### src/rtl/seven_segment_mux.sv
// ---------------------------------------------------------------------------
// seven_segment_mux
//
// Two-digit multiplexed seven-segment driver for a common-cathode display.
// Latches a tens/units reading on `load`, decodes each digit to segment
// patterns, and alternates one shared segment bus between the two digits.
// Each digit is shown for REFRESH_DIV clock cycles.
//
// Parameters
//   REFRESH_DIV        clock cycles per digit slot (2..65535)
//   BLANK_LEADING_ZERO 1 = a tens value of 0 is shown blank
//
// Ports
//   clk        in   system clock, rising edge
//   reset      in   asynchronous active-high reset; clears all state
//   load       in   latches ten_count/unit_count on a clock edge
//   ten_count  in   [3:0] tens value (10..15 shown as overflow)
//   unit_count in   [3:0] units value (10..15 shown as a dash)
//   segments   out  [6:0] active-high segment drive, bit0 = a .. bit6 = g
//   digit      out  1 = tens digit enabled, 0 = units digit enabled
// ---------------------------------------------------------------------------
module seven_segment_mux #(
    parameter int unsigned REFRESH_DIV        = 100,
    parameter bit          BLANK_LEADING_ZERO = 1'b1
) (
    input  logic       clk,
    input  logic       reset,
    input  logic       load,
    input  logic [3:0] ten_count,
    input  logic [3:0] unit_count,
    output logic [6:0] segments,
    output logic       digit
);

    localparam logic [15:0] PRESC_LAST = 16'(REFRESH_DIV - 1);
    localparam logic [6:0]  SEG_DASH   = 7'h40;
    localparam logic [6:0]  SEG_BLANK  = 7'h00;

    logic [3:0]  tens_q,  tens_d;
    logic [3:0]  units_q, units_d;
    logic [15:0] presc_q, presc_d;
    logic        digit_q, digit_d;
    logic [6:0]  seg_q,   seg_d;
    logic        wrap;
    logic [6:0]  tens_seg;
    logic [6:0]  units_seg;

    function automatic logic [6:0] bcd_to_seg(input logic [3:0] v);
        logic [6:0] s;
        case (v)
            4'd0:    s = 7'h3F;
            4'd1:    s = 7'h06;
            4'd2:    s = 7'h5B;
            4'd3:    s = 7'h4F;
            4'd4:    s = 7'h66;
            4'd5:    s = 7'h6D;
            4'd6:    s = 7'h7D;
            4'd7:    s = 7'h07;
            4'd8:    s = 7'h7F;
            4'd9:    s = 7'h6F;
            default: s = SEG_DASH;
        endcase
        return s;
    endfunction

    always_comb begin
        tens_d  = load ? ten_count  : tens_q;
        units_d = load ? unit_count : units_q;

        wrap    = (presc_q == PRESC_LAST);
        presc_d = wrap ? 16'd0 : presc_q + 16'd1;
        digit_d = wrap ? ~digit_q : digit_q;

        // An out-of-range tens value means the reading overflowed two digits,
        // so both slots show a dash regardless of the units value.
        if (tens_q > 4'd9) begin
            tens_seg  = SEG_DASH;
            units_seg = SEG_DASH;
        end else begin
            tens_seg  = (BLANK_LEADING_ZERO && tens_q == 4'd0) ? SEG_BLANK
                                                                : bcd_to_seg(tens_q);
            units_seg = bcd_to_seg(units_q);
        end

        // Select on the upcoming digit so segments and digit switch together.
        seg_d = digit_d ? tens_seg : units_seg;
    end

    always_ff @(posedge clk or posedge reset) begin
        if (reset) begin
            tens_q  <= 4'd0;
            units_q <= 4'd0;
            presc_q <= 16'd0;
            digit_q <= 1'b0;
            seg_q   <= 7'h00;
        end else begin
            tens_q  <= tens_d;
            units_q <= units_d;
            presc_q <= presc_d;
            digit_q <= digit_d;
            seg_q   <= seg_d;
        end
    end

    assign segments = seg_q;
    assign digit    = digit_q;

endmodule

### config.mk
export PLATFORM = sky130hd
export DESIGN_NAME = seven_segment_mux
export DESIGN_NICKNAME = d
export VERILOG_FILES = /design/src/rtl/seven_segment_mux.sv
export SDC_FILE = /design/constraint.sdc
export NUM_CORES = 1
export LEC_CHECK = 0
export CORE_UTILIZATION = 58
export DETAILED_ROUTE_END_ITERATION = 8
export PLACE_DENSITY_LB_ADDON = 0.3
export SETUP_SLACK_MARGIN = 0.05
export SYNTH_ARGS = -nofsm -noshare
export SYNTH_HDL_FRONTEND = slang
export SYNTH_SLANG_ARGS = --single-unit
### constraint.sdc
create_clock -name clk -period 5.8 [get_ports clk]
set_input_delay 0.87 -clock clk [delete_from_list [all_inputs] [get_ports clk]]
set_output_delay 0.87 -clock clk [all_outputs]
set_load 0.01 [all_outputs]
==> results of run 1 <==
where the power goes:
part | switching [mW] | internal, mW | leakage (nW)
logic | 0.0412 | 0.0432 | 0.431
clock network | 0.0773 | 0.114 | 0.0515
registers | 0.0133 | 0.236 | 0.404
state kept, by name, indices dropped and copies added, names as in the netlist:
name / flops
digit: 1
tens_q: 4
presc_q: 16
units_q: 4
segments: 7
cell families after synthesis:
logic type | after synthesis | synth area share (%)
compound gates | 26 | 8.55
buf+inv | 18 | 3.82
flops | 32 | 45.2
simple gates | 59 | 18.2
xor+xnor | 14 | 7.99
mux | 13 | 7.77
fa+ha+maj | 12 | 8.48
routing by layer:
metal / wire length (µm) / share of wire, %
met5: 0 / 0
met4: 42 / 1.3
met3: 102 / 3.1
met2: 1780 / 54
met1: 1380 / 42
worst paths after layout:
| check | depth (start not counted) | slack (ns) | to |
|---|---|---|---|
| setup / recovery | 1 | 3.52 | digit |
| hold / removal | 1 | 0.50 | presc_q[8] |
| setup reg to reg | 4 | 3.56 | segments[1] |
| hold reg to reg | 1 | 0.50 | presc_q[8] |
| max in group asynchronous | 3 | 4.60 | presc_q[5] |
| min in group asynchronous | 3 | 0.91 | segments[4] |
layout make-up:
type / instances / area share, %
tap: 31 / 1.87
timing repair buffer: 19 / 9.05
sequential: 32 / 38.6
inverter: 13 / 2.35
multi-input combinational: 124 / 43.5
clock buffer: 7 / 3.14
clock inverter: 1 / 1.45
synth_stat cells:
master	n
nand2b_1	4
mux2i_1	7
inv_1	13
xnor2_1	8
o21ai_0	14
and2b_2	1
and3b_1	1
xor2_4	1
a31oi_1	1
o211ai_1	3
o21ai_1	1
nand3_1	9
nand4_1	1
mux2_2	6
and3_2	1
clkbuf_1	5
o311ai_0	1
nor4_4	1
a21oi_1	2
or3_1	2
o21a_1	1
nor3b_1	1
nand2_1	9
or4_1	1
o22ai_1	1
ha_1	12
xor2_1	5
a211oi_1	2
nand3b_1	2
or4_4	1
or4b_1	1
nor4_1	1
nor2_1	16
nor3_1	7
dfrtp_1	32
per-stage QoR:
stage	hold slack, ns	setup slack [ns]	utilization (%)	std cells
floorplan	0.455	3.75	-	174
global placement	0.469	3.63	69.9	219
detailed placement	0.481	3.58	69.9	219
CTS	0.501	3.50	73.3	227
global route	0.524	3.45	73.3	227
finish	0.495	3.52	73.3	227
==> flow_metrics.py, run 1 <==
metrics = {
    "run_status": {
        "status": "complete, but fails checks",
        "violations": "design-rule violations",
    },
    "timing": {
        "rsz0062_at_grt": "false",
        "fin_skew_ns": 0.0127,
        "tns_ns": 0,
        "slew_violations": 0,
        "finalCritPeriodShare_pct": 39.3,
        "fmax_mhz": 439,
        "setup_viol": 0,
        "finalHoldViolCount": 0,
        "worstMarginPinSlew_ns": 0.640,
        "period_needed_ns": 2.28,
        "slew_headroom_pct": 57.0,
    },
    "clock_tree": {
        "post_cts_resized": 0,
        "cts_made_buffers": 5,
        "clk_pin_slew_ns": 0.10,
        "clk_latency_ns": 0.33,
        "cts_sinks": 32,
        "cts_root_buf": "clkbuf_4",
        "h-tree-depth": 2,
        "cts_tree": "done",
        "holdBufCountCts": 0,
        "clockBufferDepth": 2,
        "cts_setup_buffers": 0,
    },
    "place": {
        "gp_congestion": 0.866,
        "hpwlAfterDp_um": 2380,
        "numPortBuffers": 18,
        "placed_cell_area_um2": 1980,
    },
    "grt": {
        "met3_usage_pct": 4.99,
        "grt_pass1_vias": 1313,
        "antenna_found_initial": 0,
        "grt.busiest_layer": "met2",
        "grt_pass1_wl_um": 5900,
        "use_met1_pct": 28.7,
        "gr-usage-all-layers_pct": 24.2,
        "gr-usage-met2_pct": 42.4,
        "grt-ovfl-total": 0,
        "grt_max_degree": 33,
    },
    "final_layout": {
        "area_growth_syn_to_layout_pct": 17.1,
        "diodes": 0,
        "fin_nets": 218,
        "seqCellArea_um2": 801,
        "final_cell_mix": "dfrtp_1 (32), clkdlybuf4s50_1 (18), nor2_1 (16)",
        "fin_area_um2": 2070,
        "multiInputGateArea_um2": 902,
        "fillers": 194,
        "drive_gt1_share_pct": 10.2,
        "mostFrequentLayoutCell": "dfrtp_1",
    },
    "worst_setup_path": {
        "crit_path_start_kind": "flip-flop",
        "crit_start": "digit",
        "critPathMaxStageDelay_ns": 0.59,
        "regToRegStartpoint": "presc_q[11]",
        "path_cells": "clkdlybuf4s50_1",
        "cp_slowest_cell": "clkdlybuf4s50_1",
        "path_buf_inv": 1,
        "path_delay_family": "buffers and inverters",
        "critical_path_class": "flip-flop to output port",
        "setup.worst_path.end_class": "output port",
        "crit_required_ns": 4.93,
        "crit_fanout": 4,
        "cp.arrival_ns": 1.41,
    },
    "route": {
        "drt_iter0_markers": 54,
        "wire_per_inst_um": 14.6,
        "post-route-drc-count": 2,
        "antenna_left": 0,
        "viasPerCell": 5.71,
        "routed_wirelength_um": 3310,
        "drt_first_pass_iters": 6,
        "vias": 1297,
    },
    "logic_synthesis": {
        "ys_seq_area_share_pct": 45.2,
        "synth_cells": 174,
        "ys_types": 35,
        "ys_ff_latch": 32,
        "avgSynthCellArea_um2": 10.2,
        "netlist.area_leader.share_pct": 45.2,
        "ys_top_cells_by_area": "dfrtp_1 (45%), ha_1 (8.5%), mux2i_1 (4.0%), o21ai_0 (4.0%), xnor2_1 (4.0%)",
        "yosysTopAreaCell": "dfrtp_1",
        "yosys_warnings": 0,
        "syn_nets": 197,
        "syn_area_um2": 1770,
    },
    "job": {
        "cap_violations": 0,
    },
    "floorplan": {
        "dieArea_um2": 3280,
        "fp.dieH_um": 57.3,
        "die_w_um": 57.3,
        "io_pins": 19,
        "core_area_um2": 2830,
        "initial_core_util_pct": 62.6,
        "rows": 19,
    },
    "power": {
        "power_mw": 0.525,
        "power.density_nw_per_um2": 253,
        "peakVddDrop_mv": 0.161,
        "p_leak_nw": 0.887,
    },
    "min_path": {
        "hp-start": "presc_q[8]",
        "hold_path_class": "flip-flop to flip-flop",
    },
}
No activity file was read; power rests on OpenSTA's default activity.
==> inputs of run 2 (changes only) <==
--- a/config.mk
+++ b/config.mk
@@ -5,7 +5,7 @@
 export SDC_FILE = /design/constraint.sdc
 export NUM_CORES = 1
 export LEC_CHECK = 0
-export CORE_UTILIZATION = 58
+export CORE_UTILIZATION = 56
 export DETAILED_ROUTE_END_ITERATION = 8
 export PLACE_DENSITY_LB_ADDON = 0.3
 export SETUP_SLACK_MARGIN = 0.05
==> constraint.sdc (replaced) <==
create_clock -name clk -period 2.2 [get_ports clk]
set_input_delay 0.33 -clock clk [delete_from_list [all_inputs] [get_ports clk]]
set_output_delay 0.33 -clock clk [all_outputs]
set_load 0.01 [all_outputs]
==> flow_metrics.py, run 2 (same netlist as run 1, synthesis figures left out) <==
metrics = {
    "run_status": {
        "status": "finished clean",
    },
    "timing": {
        "rsz0062_at_grt": "false",
        "tns_ns": 0,
        "worst_slack_ns": 0.159,
        "finalCritPeriodShare_pct": 92.8,
        "setup_viol": 0,
        "slew_headroom_pct": 73.5,
        "period_needed_ns": 2.04,
        "fmax_mhz": 490,
        "finalHoldViolCount": 0,
        "slew_violations": 0,
        "worstMarginPinSlew_ns": 0.397,
        "fin_skew_ns": 0.0101,
    },
    "route": {
        "viasPerCell": 5.44,
        "antenna_left": 0,
        "wire_per_inst_um": 13.6,
        "drt_iter0_markers": 61,
        "vias": 1322,
        "drt_first_pass_iters": 4,
        "routed_wirelength_um": 3310,
        "post-route-drc-count": 0,
    },
    "worst_setup_path": {
        "crit_path_start_kind": "flip-flop",
        "setup.worst_path.end_class": "flip-flop",
        "crit_fanout": 8,
        "critical_path_class": "flip-flop to flip-flop",
        "crit_required_ns": 2.46,
        "cp.arrival_ns": 2.30,
    },
    "place": {
        "gp_congestion": 0.912,
        "place_ws_ns": 0.116,
        "hpwlAfterDp_um": 2450,
        "numPortBuffers": 18,
    },
    "grt": {
        "gr-usage-met2_pct": 39.6,
        "grt-ovfl-total": 0,
        "grt_max_degree": 33,
        "grt.busiest_layer": "met2",
        "use_met1_pct": 27.2,
        "gr-usage-all-layers_pct": 23.7,
        "grt_pass1_vias": 1305,
        "grt_pass1_wl_um": 5770,
        "met3_usage_pct": 8.71,
        "antenna_found_initial": 0,
    },
    "clock_tree": {
        "cts_sinks": 32,
        "clockBufferDepth": 2,
        "clk_latency_ns": 0.34,
        "cts_tree": "done",
        "h-tree-depth": 2,
        "clk_pin_slew_ns": 0.10,
        "cts_made_buffers": 5,
        "cts_root_buf": "clkbuf_4",
    },
    "final_layout": {
        "area_growth_syn_to_layout_pct": 18.0,
        "regMostFlops": "presc_q",
        "drive_gt1_share_pct": 11.6,
        "fin_nets": 222,
        "diodes": 0,
        "mostFrequentLayoutCell": "dfrtp_1",
        "final_cell_mix": "dfrtp_1 (32), clkdlybuf4s50_1 (18), nor2_1 (16)",
        "fillers": 256,
        "largest_reg_flops": 16,
        "seqCellArea_um2": 801,
        "multiInputGateArea_um2": 902,
    },
    "power": {
        "peakVddDrop_mv": 0.488,
        "power.density_nw_per_um2": 604,
        "p_leak_nw": 0.893,
        "power_mw": 1.26,
    },
    "job": {
        "cap_violations": 0,
    },
    "floorplan": {
        "fp.dieH_um": 58.2,
        "io_pins": 19,
        "rows": 20,
        "initial_core_util_pct": 58.5,
        "core_area_um2": 3030,
        "die_w_um": 58.2,
        "dieArea_um2": 3390,
    },
    "min_path": {
        "hold_path_class": "input pin to async pin",
    },
}
run 2: cell types whose count changed in the layout (fill, tap and decap cells not counted):
cell	before	now
buf_4	1	5
bufinv_16	1	0
run 2: worst paths after layout:
| path | start | to | slack [ns] | cells after the start |
|---|---|---|---|---|
| min | reset | digit | 0.36 | 3 |
| min reg2reg | presc_q[8] | presc_q[8] | 0.50 | 1 |
| max | presc_q[9] | segments[3] | 0.16 | 5 |
| max in group asynchronous | reset | presc_q[11] | 1.55 | 3 |
| max reg2reg | presc_q[9] | segments[3] | 0.16 | 5 |
| min in group clk | presc_q[8] | presc_q[8] | 0.50 | 1 |
run 2: stage by stage:
stage	util, %	instances	area (µm²)	hold WS [ns]
2_1_floorplan	-	174	1770	0.446
3_3_place_gp	66.4	234	2010	0.469
3_5_place_dp	66.4	234	2010	0.475
4_1_cts	68.5	241	2070	0.371
5_1_grt	69.0	243	2090	0.394
6_report	69.0	243	2090	0.360
run 2: final cells by class:
| type | count | area share, % |
|---|---|---|
| Timing Repair Buffer | 23 | 10.4 |
| Sequential cell | 32 | 38.3 |
| Clock buffer | 7 | 3.11 |
| Inverter | 13 | 2.34 |
| Multi-Input combinational cell | 124 | 43.2 |
| Tap cell | 44 | 2.63 |
run 2: worst max-delay path, cell delays in order (launching register included):
cell and delay (ns):
dfrtp_1 0.40, or4_1 0.58, nor4_4 0.26, buf_4 0.19, xor2_4 0.30, mux2i_1 0.24
run 2: report_power, final:
part	internal, mW	switching (mW)
sequential	0.622	0.0358
combinational	0.117	0.107
clock	0.181	0.200
run 2: layer usage:
layer  share of wire (%)  up-vias
met1                  42      640
met3                 4.0        9
met5                   0        -
met2                  52       31
met4                 2.3        0
li1                    -      642
run 2: what timing repair did:
action / CTS / global route
resized for setup: 0 / 0
buffers inserted: 0 / 2
setup endpoints to repair: 0 / 3
hold buffers: 0 / 0
==> inputs of run 3 (changes only) <==
--- a/config.mk
+++ b/config.mk
@@ -5,7 +5,9 @@
 export SDC_FILE = /design/constraint.sdc
 export NUM_CORES = 1
 export LEC_CHECK = 0
+export ABC_CLOCK_PERIOD_IN_PS = 2200
 export CORE_UTILIZATION = 56
+export CTS_CLUSTER_DIAMETER = 100
 export DETAILED_ROUTE_END_ITERATION = 8
 export PLACE_DENSITY_LB_ADDON = 0.3
 export SETUP_SLACK_MARGIN = 0.05
==> results of run 3 <==
The final DEF is identical to that of run 2; final timing and power are the same.
